## src/rtl/instr_encoder_loader_pkg.sv

```systemverilog
// RV32I encoding constants, mnemonic and FSM types, and field-packing helpers
// shared by the encoder/loader and its bench.
package rv32i_enc_pkg;

  typedef enum logic [5:0] {
    MN_NOP = 6'd0,
    MN_ADD, MN_SUB, MN_SLL, MN_SLT, MN_SLTU, MN_XOR, MN_SRL, MN_SRA, MN_OR, MN_AND,
    MN_ADDI, MN_SLTI, MN_SLTIU, MN_XORI, MN_ORI, MN_ANDI, MN_SLLI, MN_SRLI, MN_SRAI,
    MN_LB, MN_LH, MN_LW, MN_LBU, MN_LHU,
    MN_SB, MN_SH, MN_SW,
    MN_BEQ, MN_BNE, MN_BLT, MN_BGE, MN_BLTU, MN_BGEU,
    MN_JAL, MN_JALR, MN_LUI, MN_AUIPC
  } mnem_e;

  typedef enum logic [1:0] {ST_IDLE, ST_WRITE, ST_DONE} state_e;

  localparam logic [6:0] OP_REG    = 7'b0110011;
  localparam logic [6:0] OP_IMM    = 7'b0010011;
  localparam logic [6:0] OP_LOAD   = 7'b0000011;
  localparam logic [6:0] OP_STORE  = 7'b0100011;
  localparam logic [6:0] OP_BRANCH = 7'b1100011;
  localparam logic [6:0] OP_JAL    = 7'b1101111;
  localparam logic [6:0] OP_JALR   = 7'b1100111;
  localparam logic [6:0] OP_LUI    = 7'b0110111;
  localparam logic [6:0] OP_AUIPC  = 7'b0010111;

  localparam logic [6:0] F7_NORM = 7'b0000000;
  localparam logic [6:0] F7_ALT  = 7'b0100000;

  localparam logic [2:0] F3_ADD  = 3'b000;
  localparam logic [2:0] F3_SLL  = 3'b001;
  localparam logic [2:0] F3_SLT  = 3'b010;
  localparam logic [2:0] F3_SLTU = 3'b011;
  localparam logic [2:0] F3_XOR  = 3'b100;
  localparam logic [2:0] F3_SR   = 3'b101;
  localparam logic [2:0] F3_OR   = 3'b110;
  localparam logic [2:0] F3_AND  = 3'b111;

  localparam logic [2:0] F3_B    = 3'b000;
  localparam logic [2:0] F3_H    = 3'b001;
  localparam logic [2:0] F3_W    = 3'b010;
  localparam logic [2:0] F3_BU   = 3'b100;
  localparam logic [2:0] F3_HU   = 3'b101;

  localparam logic [2:0] F3_BEQ  = 3'b000;
  localparam logic [2:0] F3_BNE  = 3'b001;
  localparam logic [2:0] F3_BLT  = 3'b100;
  localparam logic [2:0] F3_BGE  = 3'b101;
  localparam logic [2:0] F3_BLTU = 3'b110;
  localparam logic [2:0] F3_BGEU = 3'b111;

  function automatic logic [31:0] enc_r(input logic [6:0] f7, input logic [2:0] f3,
                                        input logic [4:0] rd, input logic [4:0] rs1,
                                        input logic [4:0] rs2);
    return {f7, rs2, rs1, f3, rd, OP_REG};
  endfunction

  function automatic logic [31:0] enc_i(input logic [11:0] imm12, input logic [2:0] f3,
                                        input logic [4:0] rd, input logic [4:0] rs1,
                                        input logic [6:0] op);
    return {imm12, rs1, f3, rd, op};
  endfunction

  function automatic logic [31:0] enc_s(input logic [11:0] imm12, input logic [2:0] f3,
                                        input logic [4:0] rs1, input logic [4:0] rs2);
    return {imm12[11:5], rs2, rs1, f3, imm12[4:0], OP_STORE};
  endfunction

  // b holds imm[12:1]; imm[0] of a branch offset is always zero
  function automatic logic [31:0] enc_b(input logic [11:0] b, input logic [2:0] f3,
                                        input logic [4:0] rs1, input logic [4:0] rs2);
    return {b[11], b[9:4], rs2, rs1, f3, b[3:0], b[10], OP_BRANCH};
  endfunction

  function automatic logic [31:0] enc_u(input logic [19:0] imm20, input logic [4:0] rd,
                                        input logic [6:0] op);
    return {imm20, rd, op};
  endfunction

  // j holds imm[20:1]
  function automatic logic [31:0] enc_j(input logic [19:0] j, input logic [4:0] rd);
    return {j[19], j[9:0], j[10], j[18:11], rd, OP_JAL};
  endfunction

endpackage

```

## src/rtl/instr_encoder_loader_if.sv

```systemverilog
// Request and instruction-memory write bundle between a program source and the loader.
// slave is the loader side, master the side that issues requests and acks writes.
interface instr_encoder_loader_if #(parameter int ADDR_W = 9);
  logic              start;
  logic              in_valid;
  logic              in_ready;
  logic [5:0]        in_mnem;
  logic [4:0]        in_rd;
  logic [4:0]        in_rs1;
  logic [4:0]        in_rs2;
  logic [31:0]       in_imm;
  logic              in_last;
  logic              mem_wr_en;
  logic [ADDR_W-1:0] mem_addr;
  logic [31:0]       mem_wdata;
  logic              mem_ack;
  logic              done;
  logic              err_illegal;
  logic              err_wrap;
  logic [ADDR_W-2:0] word_count;

  modport slave (
    input  start, in_valid, in_mnem, in_rd, in_rs1, in_rs2, in_imm, in_last, mem_ack,
    output in_ready, mem_wr_en, mem_addr, mem_wdata, done, err_illegal, err_wrap, word_count
  );

  modport master (
    output start, in_valid, in_mnem, in_rd, in_rs1, in_rs2, in_imm, in_last, mem_ack,
    input  in_ready, mem_wr_en, mem_addr, mem_wdata, done, err_illegal, err_wrap, word_count
  );
endinterface

```

## src/rtl/instr_encoder_loader_fifo.sv

```systemverilog
// First-word-fall-through synchronous FIFO; pop_dat is valid whenever !empty.
// A push while full is taken only if a pop happens in the same cycle.
module sync_fifo #(
  parameter int WIDTH = 33,
  parameter int DEPTH = 4
) (
  input  logic                   clk,
  input  logic                   reset_n,
  input  logic                   flush,
  input  logic                   push,
  input  logic [WIDTH-1:0]       push_dat,
  input  logic                   pop,
  output logic [WIDTH-1:0]       pop_dat,
  output logic                   full,
  output logic                   empty,
  output logic [$clog2(DEPTH):0] count
);
  localparam int PTR_W = $clog2(DEPTH);
  localparam int CNT_W = PTR_W + 1;

  logic [WIDTH-1:0] mem [DEPTH];
  logic [PTR_W-1:0] wr_ptr;
  logic [PTR_W-1:0] rd_ptr;
  logic [CNT_W-1:0] count_q;
  logic             do_push;
  logic             do_pop;

  assign empty   = (count_q == '0);
  assign full    = (count_q == CNT_W'(DEPTH));
  assign do_pop  = pop && !empty;
  assign do_push = push && (!full || do_pop);
  assign pop_dat = mem[rd_ptr];
  assign count   = count_q;

  always_ff @(posedge clk or negedge reset_n) begin
    if (!reset_n) begin
      wr_ptr  <= '0;
      rd_ptr  <= '0;
      count_q <= '0;
    end else if (flush) begin
      wr_ptr  <= '0;
      rd_ptr  <= '0;
      count_q <= '0;
    end else begin
      if (do_push) wr_ptr <= wr_ptr + PTR_W'(1);
      if (do_pop)  rd_ptr <= rd_ptr + PTR_W'(1);
      case ({do_push, do_pop})
        2'b10:   count_q <= count_q + CNT_W'(1);
        2'b01:   count_q <= count_q - CNT_W'(1);
        default: count_q <= count_q;
      endcase
    end
  end

  always_ff @(posedge clk) begin
    if (do_push && !flush) mem[wr_ptr] <= push_dat;
  end
endmodule

```

## src/rtl/instr_encoder_loader.sv

```systemverilog
// Encodes RV32I mnemonic requests, buffers them, and writes them to consecutive word
// addresses; first write 2 cycles after accept, in_ready falls when the buffer fills.
module instr_encoder_loader
  import rv32i_enc_pkg::*;
#(
  parameter int ADDR_W     = 9,
  parameter int BASE_ADDR  = 0,
  parameter int FIFO_DEPTH = 4
) (
  input  logic                   clk,
  input  logic                   reset_n,
  instr_encoder_loader_if.slave  bus
);
  localparam int                CNT_W = $clog2(FIFO_DEPTH) + 1;
  localparam logic [ADDR_W-1:0] BASE  = ADDR_W'(BASE_ADDR);
  localparam logic [ADDR_W-1:0] STEP  = ADDR_W'(4);

  state_e              state_q, state_d;
  logic [31:0]         enc_word;
  logic                enc_legal;
  logic [4:0]          rd, rs1, rs2;
  logic [31:0]         imm;
  logic                accept, push, pop;
  logic [32:0]         fifo_rdat;
  logic                fifo_full, fifo_empty;
  logic [CNT_W-1:0]    fifo_count;
  logic [31:0]         wdata_q, wdata_d;
  logic                last_q, last_d;
  logic [ADDR_W-1:0]   addr_q, addr_d;
  logic [ADDR_W-2:0]   count_q, count_d;
  logic                wrap_q, wrap_d;
  logic                illegal_q;
  logic                unused_bits;

  assign rd  = bus.in_rd;
  assign rs1 = bus.in_rs1;
  assign rs2 = bus.in_rs2;
  assign imm = bus.in_imm;
  assign unused_bits = ^{imm[31:21], fifo_count};

  always_comb begin
    enc_word  = '0;
    enc_legal = 1'b1;
    case (mnem_e'(bus.in_mnem))
      MN_NOP:   enc_word = '0;
      MN_ADD:   enc_word = enc_r(F7_NORM, F3_ADD,  rd, rs1, rs2);
      MN_SUB:   enc_word = enc_r(F7_ALT,  F3_ADD,  rd, rs1, rs2);
      MN_SLL:   enc_word = enc_r(F7_NORM, F3_SLL,  rd, rs1, rs2);
      MN_SLT:   enc_word = enc_r(F7_NORM, F3_SLT,  rd, rs1, rs2);
      MN_SLTU:  enc_word = enc_r(F7_NORM, F3_SLTU, rd, rs1, rs2);
      MN_XOR:   enc_word = enc_r(F7_NORM, F3_XOR,  rd, rs1, rs2);
      MN_SRL:   enc_word = enc_r(F7_NORM, F3_SR,   rd, rs1, rs2);
      MN_SRA:   enc_word = enc_r(F7_ALT,  F3_SR,   rd, rs1, rs2);
      MN_OR:    enc_word = enc_r(F7_NORM, F3_OR,   rd, rs1, rs2);
      MN_AND:   enc_word = enc_r(F7_NORM, F3_AND,  rd, rs1, rs2);
      MN_ADDI:  enc_word = enc_i(imm[11:0], F3_ADD,  rd, rs1, OP_IMM);
      MN_SLTI:  enc_word = enc_i(imm[11:0], F3_SLT,  rd, rs1, OP_IMM);
      MN_SLTIU: enc_word = enc_i(imm[11:0], F3_SLTU, rd, rs1, OP_IMM);
      MN_XORI:  enc_word = enc_i(imm[11:0], F3_XOR,  rd, rs1, OP_IMM);
      MN_ORI:   enc_word = enc_i(imm[11:0], F3_OR,   rd, rs1, OP_IMM);
      MN_ANDI:  enc_word = enc_i(imm[11:0], F3_AND,  rd, rs1, OP_IMM);
      // shift immediates carry funct7 in the upper bits of the I-type field
      MN_SLLI:  enc_word = enc_i({F7_NORM, imm[4:0]}, F3_SLL, rd, rs1, OP_IMM);
      MN_SRLI:  enc_word = enc_i({F7_NORM, imm[4:0]}, F3_SR,  rd, rs1, OP_IMM);
      MN_SRAI:  enc_word = enc_i({F7_ALT,  imm[4:0]}, F3_SR,  rd, rs1, OP_IMM);
      MN_LB:    enc_word = enc_i(imm[11:0], F3_B,  rd, rs1, OP_LOAD);
      MN_LH:    enc_word = enc_i(imm[11:0], F3_H,  rd, rs1, OP_LOAD);
      MN_LW:    enc_word = enc_i(imm[11:0], F3_W,  rd, rs1, OP_LOAD);
      MN_LBU:   enc_word = enc_i(imm[11:0], F3_BU, rd, rs1, OP_LOAD);
      MN_LHU:   enc_word = enc_i(imm[11:0], F3_HU, rd, rs1, OP_LOAD);
      MN_SB:    enc_word = enc_s(imm[11:0], F3_B, rs1, rs2);
      MN_SH:    enc_word = enc_s(imm[11:0], F3_H, rs1, rs2);
      MN_SW:    enc_word = enc_s(imm[11:0], F3_W, rs1, rs2);
      MN_BEQ:   enc_word = enc_b(imm[12:1], F3_BEQ,  rs1, rs2);
      MN_BNE:   enc_word = enc_b(imm[12:1], F3_BNE,  rs1, rs2);
      MN_BLT:   enc_word = enc_b(imm[12:1], F3_BLT,  rs1, rs2);
      MN_BGE:   enc_word = enc_b(imm[12:1], F3_BGE,  rs1, rs2);
      MN_BLTU:  enc_word = enc_b(imm[12:1], F3_BLTU, rs1, rs2);
      MN_BGEU:  enc_word = enc_b(imm[12:1], F3_BGEU, rs1, rs2);
      MN_JAL:   enc_word = enc_j(imm[20:1], rd);
      MN_JALR:  enc_word = enc_i(imm[11:0], 3'b000, rd, rs1, OP_JALR);
      MN_LUI:   enc_word = enc_u(imm[19:0], rd, OP_LUI);
      MN_AUIPC: enc_word = enc_u(imm[19:0], rd, OP_AUIPC);
      default:  enc_legal = 1'b0;
    endcase
  end

  assign bus.in_ready = !fifo_full && (state_q != ST_DONE) && !bus.start;
  assign accept       = bus.in_valid && bus.in_ready;
  assign push         = accept && enc_legal;

  sync_fifo #(.WIDTH(33), .DEPTH(FIFO_DEPTH)) u_fifo (
    .clk      (clk),
    .reset_n  (reset_n),
    .flush    (bus.start),
    .push     (push),
    .push_dat ({enc_word, bus.in_last}),
    .pop      (pop),
    .pop_dat  (fifo_rdat),
    .full     (fifo_full),
    .empty    (fifo_empty),
    .count    (fifo_count)
  );

  always_comb begin
    state_d = state_q;
    pop     = 1'b0;
    wdata_d = wdata_q;
    last_d  = last_q;
    addr_d  = addr_q;
    count_d = count_q;
    wrap_d  = wrap_q;
    if (bus.start) begin
      state_d = ST_IDLE;
      addr_d  = BASE;
      count_d = '0;
      wrap_d  = 1'b0;
    end else begin
      case (state_q)
        ST_IDLE: begin
          if (!fifo_empty) begin
            pop               = 1'b1;
            {wdata_d, last_d} = fifo_rdat;
            state_d           = ST_WRITE;
          end
        end
        ST_WRITE: begin
          if (bus.mem_ack) begin
            addr_d  = addr_q + STEP;
            count_d = count_q + (ADDR_W-1)'(1);
            if (&addr_q[ADDR_W-1:2]) wrap_d = 1'b1;
            if (last_q) begin
              state_d = ST_DONE;
            end else if (!fifo_empty) begin
              pop               = 1'b1;
              {wdata_d, last_d} = fifo_rdat;
            end else begin
              state_d = ST_IDLE;
            end
          end
        end
        ST_DONE: state_d = ST_DONE;
        default: state_d = ST_IDLE;
      endcase
    end
  end

  always_ff @(posedge clk or negedge reset_n) begin
    if (!reset_n) begin
      state_q   <= ST_IDLE;
      wdata_q   <= '0;
      last_q    <= 1'b0;
      addr_q    <= BASE;
      count_q   <= '0;
      wrap_q    <= 1'b0;
      illegal_q <= 1'b0;
    end else begin
      state_q   <= state_d;
      wdata_q   <= wdata_d;
      last_q    <= last_d;
      addr_q    <= addr_d;
      count_q   <= count_d;
      wrap_q    <= wrap_d;
      illegal_q <= accept && !enc_legal;
    end
  end

  assign bus.mem_wr_en   = (state_q == ST_WRITE);
  assign bus.mem_addr    = addr_q;
  assign bus.mem_wdata   = wdata_q;
  assign bus.done        = (state_q == ST_DONE);
  assign bus.err_illegal = illegal_q;
  assign bus.err_wrap    = wrap_q;
  assign bus.word_count  = count_q;
endmodule

```

## src/flat_wrapper.sv

```systemverilog
// flat-port wrapper written by rule: the top's interface ports become plain ports
module instr_encoder_loader_flat import rv32i_enc_pkg::*;
#(
  parameter int ADDR_W     = 9,
  parameter int BASE_ADDR  = 0,
  parameter int FIFO_DEPTH = 4
)
  (clk, reset_n, bus_start, bus_in_valid, bus_in_mnem, bus_in_rd, bus_in_rs1, bus_in_rs2, bus_in_imm, bus_in_last, bus_mem_ack, bus_in_ready, bus_mem_wr_en, bus_mem_addr, bus_mem_wdata, bus_done, bus_err_illegal, bus_err_wrap, bus_word_count);
  instr_encoder_loader_if #(.ADDR_W(ADDR_W)) bus_i ();
  input  logic clk;
  input  logic reset_n;
  input wire logic [$bits(bus_i.start)-1:0] bus_start;
  input wire logic [$bits(bus_i.in_valid)-1:0] bus_in_valid;
  input wire logic [$bits(bus_i.in_mnem)-1:0] bus_in_mnem;
  input wire logic [$bits(bus_i.in_rd)-1:0] bus_in_rd;
  input wire logic [$bits(bus_i.in_rs1)-1:0] bus_in_rs1;
  input wire logic [$bits(bus_i.in_rs2)-1:0] bus_in_rs2;
  input wire logic [$bits(bus_i.in_imm)-1:0] bus_in_imm;
  input wire logic [$bits(bus_i.in_last)-1:0] bus_in_last;
  input wire logic [$bits(bus_i.mem_ack)-1:0] bus_mem_ack;
  output wire logic [$bits(bus_i.in_ready)-1:0] bus_in_ready;
  output wire logic [$bits(bus_i.mem_wr_en)-1:0] bus_mem_wr_en;
  output wire logic [$bits(bus_i.mem_addr)-1:0] bus_mem_addr;
  output wire logic [$bits(bus_i.mem_wdata)-1:0] bus_mem_wdata;
  output wire logic [$bits(bus_i.done)-1:0] bus_done;
  output wire logic [$bits(bus_i.err_illegal)-1:0] bus_err_illegal;
  output wire logic [$bits(bus_i.err_wrap)-1:0] bus_err_wrap;
  output wire logic [$bits(bus_i.word_count)-1:0] bus_word_count;
  assign bus_i.start = bus_start;
  assign bus_i.in_valid = bus_in_valid;
  assign bus_i.in_mnem = bus_in_mnem;
  assign bus_i.in_rd = bus_in_rd;
  assign bus_i.in_rs1 = bus_in_rs1;
  assign bus_i.in_rs2 = bus_in_rs2;
  assign bus_i.in_imm = bus_in_imm;
  assign bus_i.in_last = bus_in_last;
  assign bus_i.mem_ack = bus_mem_ack;
  assign bus_in_ready = bus_i.in_ready;
  assign bus_mem_wr_en = bus_i.mem_wr_en;
  assign bus_mem_addr = bus_i.mem_addr;
  assign bus_mem_wdata = bus_i.mem_wdata;
  assign bus_done = bus_i.done;
  assign bus_err_illegal = bus_i.err_illegal;
  assign bus_err_wrap = bus_i.err_wrap;
  assign bus_word_count = bus_i.word_count;
  instr_encoder_loader #(.ADDR_W(ADDR_W), .BASE_ADDR(BASE_ADDR), .FIFO_DEPTH(FIFO_DEPTH)) u_core (.clk(clk), .reset_n(reset_n), .bus(bus_i));
endmodule
```

## config.mk

```make
export PLATFORM = sky130hd
export DESIGN_NAME = instr_encoder_loader_flat
export DESIGN_NICKNAME = d
export VERILOG_FILES = /design/src/rtl/instr_encoder_loader_pkg.sv /design/src/rtl/instr_encoder_loader_if.sv /design/src/rtl/instr_encoder_loader_fifo.sv /design/src/rtl/instr_encoder_loader.sv /design/src/flat_wrapper.sv
export SDC_FILE = /design/constraint.sdc
export NUM_CORES = 1
export LEC_CHECK = 0
export ABC_AREA = 1
export CAP_MARGIN = 20
export CORE_MARGIN = 2
export CORE_UTILIZATION = 55
export DETAILED_ROUTE_END_ITERATION = 7
export PLACE_DENSITY_LB_ADDON = 0.12
export SYNTH_ARGS = -nofsm -noshare
export SYNTH_HDL_FRONTEND = slang
export SYNTH_SLANG_ARGS = --single-unit
export TNS_END_PERCENT = 20
```

## constraint.sdc

```tcl
create_clock -name clk -period 3.6 [get_ports clk]
set_input_delay 0.72 -clock clk [delete_from_list [all_inputs] [get_ports clk]]
set_output_delay 0.72 -clock clk [all_outputs]
set_load 0.02 [all_outputs]
```

==> implementation parameters <==
Parameter                              Value

Drt
  Drt wl/cell    17.4 um
  Remaining antenna violation count    0
  Final Routed Wirelength    ~20,000 um
  Drt initial violations    a little under 600
  Avg Vias per Cell    ~5.7
  Residual DRC    0
  Total via count in the routed design    about 6,500
  Number of detailed-route iterations in the first pass    5

STA
  Final Hold Viols    0
  RSZ-0062 raised after global routing    false
  Achievable Freq    332 MHz
  Worst Max-Slew Pin Slew    a little over 0.9 ns
  Maximum clock skew at final layout    roughly 0.012 ns
  Number of pins with negative max-slew slack in the final report    0
  Final critical-path required period    about 3.0 ns
  Final setup fails    0
  Worst-case headroom to the max-slew limit    about two fifths
  Final period util    ~84%

Synthesis
  Yosys reg bits    about 190
  Syn avg cell area    about 10 sq um
  Share of flip-flops with an asynchronous set or reset    between 30 and 40%
  Area share of the largest cell type after synthesis    45.8%
  Sequential share of the synthesized area    between 60% and 70%
  Number of library cell types mapped by synthesis    45
  Cell type with the highest aggregate area in the netlist    edfxtp_1
  Primary FF master, synth    edfxtp_1
  Yosys warnings    0
  Number of synthesized flops with an enable pin    roughly 130
  Total standard cell area after synthesis    8390 sq um
  Largest cells by area after synthesis    edfxtp_1 46%, dfrtp_1 17%, nand2_1 8.1%
  Gate count of the mapped netlist    ~840

Setup path
  Critical path required time    between 3 and 4 ns
  Reg-to-reg slack, setup    about 1.3 ns
  Data arrival time of the critical path    about 3.3 ns
  Critical-path top delay cell    clkdlybuf4s50_1
  Kind of end point of the critical path    register
  Kind of critical path    primary input to register
  Largest stage delay on the critical path    around 0.57 ns
  Crit-path cells    clkdlybuf4s50_1 > inv_1 > nor2_1 > nand3_1 > nand2_1 > nor2_1 > nand3_1 > nor2_2 > nand2_2 > nand2_4 > nand2_4 > inv_1 > fa_1 > xnor2_1 > inv_1 > nand2_1 > nand2_1 > nand2_1 > nand2_1
  Top fanout value on the critical path    6
  Most common cell type on the critical path    nand2_1
  Type of element launching the critical path    primary input

Layout
  Final cell utilization of the core    68.9%
  Fillers    around 1,100
  Antenna diode instance count    0
  Area overhead of the layout relative to synthesis    23.6%
  Net count, final    between 1,000 and 1,500
  Final std cell area, no fill    10,400 sq um
  Number of cells in the finished layout apart from fillers    ~1,200
  Area occupied by multi-input gates    between 2000 and 3000 sq um
  Share of final-layout standard cells stronger than drive strength 1    9.02%
  Footprint of the flip-flops and latches    5300 sq um

GRT
  Maximum number of pins on one net before global-route repair    between 60 and 70
  Overall global routing resource usage    about a quarter
  Vias in the first global route    between 6,000 and 7,000
  Number of antenna violations at the first check in global routing    0
  Global-route wire length before repair    32,100 um
  Residual overflow from global routing    0

Pwr
  Final Power    about 6.6 mW
  Maximum vdd drop    0.374 mV
  Pwr Density    634 nW/um^2
  Static Leak    roughly 4.3 nW

Clock network
  Clk_lat worst skew    between 0.4 and 0.5 ns
  Number of buffers added by the clock tree synthesis step    17
  Total of cells resized after clock tree synthesis    0
  Clock-pin slew on the worst setup and hold paths    around 0.070 ns
  Clock net sink count    between 150 and 200
  Clock root buffer    clkbuf_16
  Max Buffers Root-to-Sink    2
  CTS tree    yes
  Count of buffers added by post-CTS timing repair for setup    0
  Hold_buf cts    0
  Deepest level of the CTS H-tree    4

Placement
  Cells after DPL    about 1,100
  Dpl hpwl    between 10,000 and 15,000 um
  Count of input and output buffers    slightly below 100
  Placer Congestion    between 0.9 and 1
  Dpl cell area    9740 sq um

Die
  Die height    roughly 130 um
  Standard-cell row count    between 40 and 50
  Die width    ~130 um
  IO Count    ~110
  Effective utilization at floorplan    between 50 and 60%
  Total die area    16,300 sq um
  CORE AREA    ~15,000 sq um

Run
  Count of maximum capacitance violations    0

Status
  Outcome    finished, final reports clean

Hold path
  Min-Delay Path Class    primary input to asynchronous set/reset pin
[layout by cell type (no fill, tap or decap), types with 4 or more instances in the layout]
| master | instances |
|---|---|
| nor3_1 | 13 |
| o21bai_1 | 4 |
| buf_4 | 27 |
| nand3_1 | 35 |
| buf_12 | 4 |
| inv_8 | 6 |
| nor2_1 | 133 |
| nor2_2 | 9 |
| nand4_1 | 4 |
| clkbuf_16 | 17 |
| inv_1 | 67 |
| a22oi_1 | 4 |
| clkdlybuf4s50_1 | 98 |
| ha_1 | 6 |
| o32ai_1 | 32 |
| dfrtp_1 | 57 |
| o211ai_1 | 4 |
| a21oi_1 | 14 |
| nand2_1 | 182 |
| o21ai_0 | 62 |
| edfxtp_1 | 128 |
| o22ai_1 | 8 |
[per-stage QoR]
step	TNS, ns	setup WS [ns]	hold WS, ns
global route	0	0.340	0.494
finish	0	0.586	0.423
global placement	0	0.118	0.448
CTS	0	0.582	0.450
detailed placement	0	0.127	0.456
floorplan	-16.25	-0.127	0.424
[layer usage]
metal / wire, um / up-vias / global-route usage (%)
met5: 0 / - / 0
met4: 180 / 0 / 7.69
met3: 1210 / 19 / 4.94
met2: 9890 / 253 / 42.9
met1: 8740 / 3154 / 34.1
li1: - / 3109 / -
[sequential cells by signal, indices dropped and copies added, names as in the netlist, 2 cells and up]
name,count
u_core.u_fifo.count,3
u_core.bus.mem_wdata,31
u_core.u_fifo.rd_ptr,2
u_core.state_q,2
u_core.bus.word_count,8
u_core.bus.mem_addr,7
u_core.u_fifo.mem,128
u_core.u_fifo.wr_ptr,2
[critical path, delay by kind of cell]
kind	cells	cell delay [ns]
adders and majority gates	1	0.37
xor gates and xnor gates	1	0.19
and+or+nand+nor	13	1.29
buffers and inverters	4	0.76
[where the power goes]
part / switching (mW) / internal [mW] / total (mW)
clock network: 0.877 / 0.936 / 1.81
registers: 0.165 / 2.56 / 2.73
logic: 1.24 / 0.792 / 2.03
[cells by family (layout without fill, tap and decap cells)]
group	count (synthesis)	count (layout)	synth area share (%)
AND/OR/NAND/NOR	390	390	19.3
flip-flops	186	186	63.1
AO/OA/AOI/OAI	144	144	11.2
buffers and inverters	108	234	5.13
adder cells (fa/ha/maj)	7	7	1.13
other	1	2	0.0447
XOR/XNOR	1	1	0.104
[cell type report]
| type | count | share of cell area (%) |
|---|---|---|
| Clock inverter | 15 | 1.62 |
| Timing Repair Buffer | 131 | 12.5 |
| Clock buffer | 17 | 4.10 |
| Inverter | 71 | 2.57 |
| Multi-Input combinational cell | 544 | 25.8 |
| Tap cell | 188 | 2.27 |
| Sequential cell | 186 | 51.1 |
[final timing paths]
check                                                     startpoint                                   end  cells past startpoint
worst max-delay path                                  bus_in_mnem[2]    u_core.u_fifo.count[2]$_DFFE_PN0P_                     19
worst min-delay path                                         reset_n   u_core.bus.mem_wdata[4]$_DFFE_PN0P_                      1
worst max register to register         u_core.state_q[1]$_DFFE_PN0P_    u_core.u_fifo.count[2]$_DFFE_PN0P_                     15
worst min register to register  u_core.bus.word_count[7]$_DFFE_PN0P_  u_core.bus.word_count[7]$_DFFE_PN0P_                      1
max in group asynchronous                                    reset_n  u_core.bus.mem_wdata[21]$_DFFE_PN0P_                      2
min in group clk                u_core.bus.word_count[7]$_DFFE_PN0P_  u_core.bus.word_count[7]$_DFFE_PN0P_                      1
[Yosys cell counts (4+ instances only)]
cell / n
clkbuf_1: 28
a22oi_1: 4
o211ai_1: 4
o32ai_1: 32
o21ai_0: 62
nor2_1: 137
edfxtp_1: 128
nand3_1: 35
nand4_1: 4
dfrtp_1: 58
o22ai_1: 8
a21oi_1: 14
nor2_2: 5
ha_1: 6
nand2_1: 182
inv_1: 67
nor3_1: 13
buf_2: 5
o21bai_1: 4
Power figures use the tool's default switching activity.
